[src/rtl/debug_step_ctrl_if.sv]
// Debug run-control bundle: board debug inputs and core retire status in,
// pipeline advance enable and halt/breakpoint/interrupt status out.
interface debug_step_ctrl_if #(
  parameter int NUM_BP = 2,
  parameter int PC_W   = 32,
  parameter int CNT_W  = 32
);
  logic                     debug_en;
  logic                     debug_step;
  logic [7:0]               step_count;
  logic [NUM_BP-1:0]        bp_en;
  logic [NUM_BP*PC_W-1:0]   bp_addr;
  logic [PC_W-1:0]          pc;
  logic                     inst_retire;
  logic                     interrupter;
  logic                     cpu_en;
  logic                     halted;
  logic [NUM_BP-1:0]        bp_hit;
  logic                     irq_out;
  logic [CNT_W-1:0]         retire_cnt;

  modport master (
    output debug_en, debug_step, step_count, bp_en, bp_addr, pc, inst_retire, interrupter,
    input  cpu_en, halted, bp_hit, irq_out, retire_cnt
  );

  modport slave (
    input  debug_en, debug_step, step_count, bp_en, bp_addr, pc, inst_retire, interrupter,
    output cpu_en, halted, bp_hit, irq_out, retire_cnt
  );
endinterface

[src/rtl/debug_step_ctrl.sv]
// Run controller for the core pipeline: free run, N-instruction stepping,
// PC breakpoints and interrupt masking while halted or stepping.
module debug_step_ctrl #(
  parameter int NUM_BP      = 2,
  parameter int PC_W        = 32,
  parameter int SYNC_STAGES = 2,
  parameter int CNT_W       = 32
) (
  input  logic             clk,
  input  logic             rst,
  debug_step_ctrl_if.slave dbg
);

  typedef enum logic [1:0] {
    HALT = 2'd0,
    RUN  = 2'd1,
    STEP = 2'd2
  } state_t;

  state_t                  state;
  logic [SYNC_STAGES-1:0]  step_sync;
  logic [SYNC_STAGES-1:0]  irq_sync;
  logic                    step_prev;
  logic                    step_req;
  logic [7:0]              remain;
  logic                    skip;
  logic                    halted_r;
  logic [NUM_BP-1:0]       bp_hit_r;
  logic [CNT_W-1:0]        retire_cnt_r;
  logic [NUM_BP-1:0]       match_vec;
  logic                    any_match;
  logic                    cpu_en_s;
  logic                    retire;

  // Two-flop-or-deeper synchronisers for the asynchronous button and interrupt, plus step edge flop
  always_ff @(posedge clk or posedge rst) begin
    if (rst) begin
      step_sync <= '0;
      irq_sync  <= '0;
      step_prev <= 1'b0;
    end else begin
      step_sync <= {step_sync[SYNC_STAGES-2:0], dbg.debug_step};
      irq_sync  <= {irq_sync[SYNC_STAGES-2:0], dbg.interrupter};
      step_prev <= step_sync[SYNC_STAGES-1];
    end
  end

  assign step_req = step_sync[SYNC_STAGES-1] & ~step_prev;

  // Per-comparator PC match; suppressed while stepping off the PC we halted on
  always_comb begin
    match_vec = '0;
    for (int i = 0; i < NUM_BP; i++) begin
      match_vec[i] = dbg.bp_en[i] && (dbg.pc == dbg.bp_addr[i*PC_W +: PC_W]) && !skip;
    end
  end

  assign any_match = |match_vec;
  // A matching PC must not retire, so the enable drops in the same cycle
  assign cpu_en_s  = (state == STEP) || ((state == RUN) && !any_match);
  assign retire    = dbg.inst_retire && cpu_en_s;

  // Run-control state machine with retire counter and breakpoint status
  always_ff @(posedge clk or posedge rst) begin
    if (rst) begin
      state        <= HALT;
      halted_r     <= 1'b1;
      bp_hit_r     <= '0;
      remain       <= 8'd0;
      skip         <= 1'b0;
      retire_cnt_r <= '0;
    end else begin
      if (retire) begin
        retire_cnt_r <= retire_cnt_r + CNT_W'(1);
        skip         <= 1'b0;
      end
      case (state)
        HALT: begin
          if (!dbg.debug_en) begin
            state    <= RUN;
            halted_r <= 1'b0;
            skip     <= 1'b1;
            bp_hit_r <= '0;
          end else if (step_req) begin
            state    <= STEP;
            halted_r <= 1'b0;
            skip     <= 1'b1;
            bp_hit_r <= '0;
            remain   <= (dbg.step_count == 8'd0) ? 8'd1 : dbg.step_count;
          end
        end
        STEP: begin
          if (retire) begin
            remain <= remain - 8'd1;
          end
          if (!dbg.debug_en) begin
            state <= RUN;
          end else if (retire && (remain == 8'd1)) begin
            state    <= HALT;
            halted_r <= 1'b1;
          end
        end
        RUN: begin
          if (any_match) begin
            state    <= HALT;
            halted_r <= 1'b1;
            bp_hit_r <= match_vec;
          end else if (dbg.debug_en) begin
            state    <= HALT;
            halted_r <= 1'b1;
          end
        end
        default: begin
          state    <= HALT;
          halted_r <= 1'b1;
        end
      endcase
    end
  end

  assign dbg.cpu_en     = cpu_en_s;
  assign dbg.halted     = halted_r;
  assign dbg.bp_hit     = bp_hit_r;
  assign dbg.retire_cnt = retire_cnt_r;
  // Level-only request: masked cycles are not remembered
  assign dbg.irq_out    = irq_sync[SYNC_STAGES-1] && !halted_r && (state != STEP);

endmodule

[src/flat_wrapper.sv]
// flat-port wrapper written by rule: the top's interface ports become plain ports
module debug_step_ctrl_flat 
#(
  parameter int NUM_BP      = 2,
  parameter int PC_W        = 32,
  parameter int SYNC_STAGES = 2,
  parameter int CNT_W       = 32
)
  (clk, rst, dbg_debug_en, dbg_debug_step, dbg_step_count, dbg_bp_en, dbg_bp_addr, dbg_pc, dbg_inst_retire, dbg_interrupter, dbg_cpu_en, dbg_halted, dbg_bp_hit, dbg_irq_out, dbg_retire_cnt);
  debug_step_ctrl_if #(.NUM_BP(NUM_BP), .PC_W(PC_W), .CNT_W(CNT_W)) dbg_i ();
  input  logic clk;
  input  logic rst;
  input wire logic [$bits(dbg_i.debug_en)-1:0] dbg_debug_en;
  input wire logic [$bits(dbg_i.debug_step)-1:0] dbg_debug_step;
  input wire logic [$bits(dbg_i.step_count)-1:0] dbg_step_count;
  input wire logic [$bits(dbg_i.bp_en)-1:0] dbg_bp_en;
  input wire logic [$bits(dbg_i.bp_addr)-1:0] dbg_bp_addr;
  input wire logic [$bits(dbg_i.pc)-1:0] dbg_pc;
  input wire logic [$bits(dbg_i.inst_retire)-1:0] dbg_inst_retire;
  input wire logic [$bits(dbg_i.interrupter)-1:0] dbg_interrupter;
  output wire logic [$bits(dbg_i.cpu_en)-1:0] dbg_cpu_en;
  output wire logic [$bits(dbg_i.halted)-1:0] dbg_halted;
  output wire logic [$bits(dbg_i.bp_hit)-1:0] dbg_bp_hit;
  output wire logic [$bits(dbg_i.irq_out)-1:0] dbg_irq_out;
  output wire logic [$bits(dbg_i.retire_cnt)-1:0] dbg_retire_cnt;
  assign dbg_i.debug_en = dbg_debug_en;
  assign dbg_i.debug_step = dbg_debug_step;
  assign dbg_i.step_count = dbg_step_count;
  assign dbg_i.bp_en = dbg_bp_en;
  assign dbg_i.bp_addr = dbg_bp_addr;
  assign dbg_i.pc = dbg_pc;
  assign dbg_i.inst_retire = dbg_inst_retire;
  assign dbg_i.interrupter = dbg_interrupter;
  assign dbg_cpu_en = dbg_i.cpu_en;
  assign dbg_halted = dbg_i.halted;
  assign dbg_bp_hit = dbg_i.bp_hit;
  assign dbg_irq_out = dbg_i.irq_out;
  assign dbg_retire_cnt = dbg_i.retire_cnt;
  debug_step_ctrl #(.NUM_BP(NUM_BP), .PC_W(PC_W), .SYNC_STAGES(SYNC_STAGES), .CNT_W(CNT_W)) u_core (.clk(clk), .rst(rst), .dbg(dbg_i));
endmodule
[config.mk]
export PLATFORM = sky130hd
export DESIGN_NAME = debug_step_ctrl_flat
export DESIGN_NICKNAME = d
export VERILOG_FILES = /design/src/rtl/debug_step_ctrl_if.sv /design/src/rtl/debug_step_ctrl.sv /design/src/flat_wrapper.sv
export SDC_FILE = /design/constraint.sdc
export NUM_CORES = 1
export LEC_CHECK = 0
export ABC_CLOCK_PERIOD_IN_PS = 3160
export CAP_MARGIN = 20
export CORE_MARGIN = 8
export CORE_UTILIZATION = 50
export DETAILED_ROUTE_END_ITERATION = 10
export DONT_BUFFER_PORTS = 1
export SKIP_CTS_REPAIR_TIMING = 1
export SLEW_MARGIN = 10
export SYNTH_ARGS = -nofsm -noshare
export SYNTH_HDL_FRONTEND = slang
export SYNTH_SLANG_ARGS = --single-unit
[constraint.sdc]
create_clock -name clk -period 3.16 [get_ports clk]
set_clock_uncertainty 0.05 [all_clocks]
set_input_delay 0.632 -clock clk [delete_from_list [all_inputs] [get_ports clk]]
set_output_delay 0.632 -clock clk [all_outputs]
set_load 0.05 [all_outputs]
==> flow_metrics.tcl <==
set metrics [dict create \
    grt_max_degree 30 \
    synthCells 341 \
    rows 29 \
    tightest_slew_ns 0.634 \
    ys_types 46 \
    required_ns 2.48 \
    nFillCells 594 \
    synth_compound_area_share_pct 7.45 \
    switchingPower_w 0.000574 \
    remaining_drc_errors 0 \
    synth_xor_area_share_pct 25.5 \
    synth_mux_area_share_pct 0.345 \
    vias_per_cell 5.85 \
    antenna_cells 0 \
    gp_congestion 0.764 \
    start_util_pct 51.6 \
    via_count 2475 \
    synthFlopType "dfrtp_1" \
    status "complete, no violations" \
    async_reset_ff_share_pct 100 \
    hp-class "input pin to async pin" \
    start_kind "input pin" \
    synth-simple-area-share_pct 23.8 \
    swShare_pct 35.9 \
    setup_tns_ns 0 \
    grt_setup_unrepaired "false" \
    finalHoldViolations 0 \
    die_w_um 96.7 \
    core_um2 6310 \
    synth_top_family_by_area "XOR/XNOR gates" \
    powerDensity_nw_per_um2 463 \
    cts_buffers 5 \
    yosysWarnings 0 \
    relSlewSlack_pct 57.7 \
    root_buffer "clkbuf_8" \
    die_h_um 96.7 \
    p_leak_nw 1.43 \
    grt_pass1_wl_mm 14.0 \
    cts_buffer_depth 2 \
    portBuffers 0 \
    dp_slack_ns 0.371 \
    p_int_w 0.00102 \
    cp-end-kind "output pin" \
    clock-sinks 51 \
    reg2reg_to "u_core.dbg.retire_cnt[31]" \
    fin_crit_ns 2.75 \
    p_seq_share_pct 56.3 \
    final_cell_mix "60 x xnor2_1, 50 x dfrtp_1, 35 x xor2_1" \
    max_freq_mhz 363 \
    reg2reg_depth 7 \
    path_max_fanout 4 \
    crit_start "dbg_bp_addr[2]" \
    synth_seq_area_share_pct 39.2 \
    drive_gt1_share_pct 8.38 \
    wl_mm 8.53 \
    setup_viol 0 \
    path_class "input pin to output pin" \
    clk-insertion-delay-late_ns 0.30 \
    r2r-start "u_core.dbg.retire_cnt[6]" \
    drt_first_pass_iters 4 \
    cts_max_level 2 \
    netlist_area_um2 3260 \
    synth_nets 456 \
    antenna_found_initial 0 \
    ys_ff_latch 51 \
    p_clk_share_pct 23.2 \
    nets 461 \
    fp.dieArea_um2 9360 \
    layout_commonest_cell "xnor2_1" \
    clk_pin_slew_ns 0.09 \
    ir_worst_vdd_mv 0.458 \
    drtIter0Drc 96 \
    synth_edf_count 0 \
    grt-ovfl-total 0 \
    cap_violations 0 \
    synth_top_area_cell "dfrtp_1" \
    worst_slack_ns 0.409 \
    yosys.area_share.adder_pct 1.15 \
    track_usage_pct 17.7 \
    cts_tree "yes" \
    utilization_pct 54.7 \
    io_pins 149 \
    r2r_slack_ns 0.80 \
    fin_crit_sh_pct 87.1 \
    finalMaxSlewViolations 0 \
    first_global_vias 2701 \
    wl_per_cell_um 20.2 \
    yosysTopAreaCellShare_pct 38.4 \
    syn_to_final_growth_pct 5.99 \
    syn_area_per_cell_um2 9.56 \
    synth_area_leaders "dfrtp_1 38%, xnor2_1 16%, xor2_1 9.4%, nand4_1 4.0%, nand2_1 3.1%" \
    power_frac_comb_pct 20.5 \
    drtAntennaViolNets 0 \
    place_hpwl_mm 7.05 \
    crit_arrival_ns 2.07 \
    power_w 0.00160 \
]
-- stage by stage --
stage / instance area [um2] / hold slack (ns) / cells
floorplan: 3260 / 0.281 / 341
global placement: 3350 / 0.289 / 415
detailed placement: 3370 / 0.290 / 416
CTS: 3450 / 0.191 / 423
global route: 3450 / 0.206 / 423
finish: 3450 / 0.175 / 423
-- flip-flops by register name, summed over array words and instances (netlist names) --
name / flops
u_core.dbg.retire_cnt: 32
u_core.step_sync: 2
u_core.remain: 8
u_core.skip: 1
u_core.irq_sync: 2
u_core.dbg.bp_hit: 2
u_core.step_prev: 1
u_core.dbg.halted: 1
u_core.state: 2
-- how the worst max path moves through the flow --
stage                  to  slack (ns)  cells past startpoint
4_1_cts        dbg_cpu_en        0.37                      7
6_report       dbg_cpu_en        0.41                      7
3_5_place_dp   dbg_cpu_en        0.37                      7
5_1_grt        dbg_cpu_en        0.23                      7
3_3_place_gp   dbg_cpu_en        0.39                      7
2_1_floorplan  dbg_cpu_en        0.53                      7
-- cells in the mapped netlist (all sizes together) (2+ instances only) --
cell type  count
o21ai         11
nor2          18
or3            2
nand3         13
ha             3
nor4           8
inv            6
buf            4
xor2          35
a21oi         15
nor4b          6
and3           2
a31oi          2
nand3b         2
clkbuf         6
nand2b         4
dfrtp         50
nor3          19
a22o           2
nand4         22
o31ai          2
nand2         27
nor2b          3
nor3b          4
a21o           2
xnor2         60
-- power by group through the flow --
stage | Clock (W) | Combinational [W] | Sequential, W
floorplan | 0 | 0.000246 | 0.000916
global placement | 0 | 0.000324 | 0.000912
detailed placement | 0 | 0.000334 | 0.000915
CTS | 0.000379 | 0.000335 | 0.000901
global route | 0.000402 | 0.000374 | 0.000915
finish | 0.000370 | 0.000328 | 0.000900
-- critical path, cell delays in order --
cell and delay (ns):
xnor2_1 0.26, nand4_1 0.13, nor4_1 0.29, nand3_1 0.24, a31oi_4 0.25, inv_1 0.07
buf_4 0.19
-- logic make-up after synthesis --
| group | Yosys count |
|---|---|
| simple gates | 136 |
| fa+ha+maj | 3 |
| flops | 51 |
| mux | 1 |
| compound gates | 39 |
| xor+xnor | 95 |
| buf+inv | 16 |
-- layer usage --
layer  part of all wire [%]  track usage, %  up-vias  routed length [um]
met2                     50            30.5      116                4280
met1                     40            20.5     1155                3370
met3                    9.7            6.26        4                 824
met4                   0.67            3.91        0                  57
met5                      0               0        -                   0
li1                       -               -     1200                   -
-- area by class of cell --
class	count	area, um2	area share, %
multi-input combinational	274	1900	55.1
sequential	51	1280	37.0
tap	77	96.3	2.79
timing repair buffer	8	72.6	2.10
clock buffer	5	68.8	1.99
inverter	6	22.5	0.652
clock inverter	2	13.8	0.398
(Power assumes the default switching activity.)
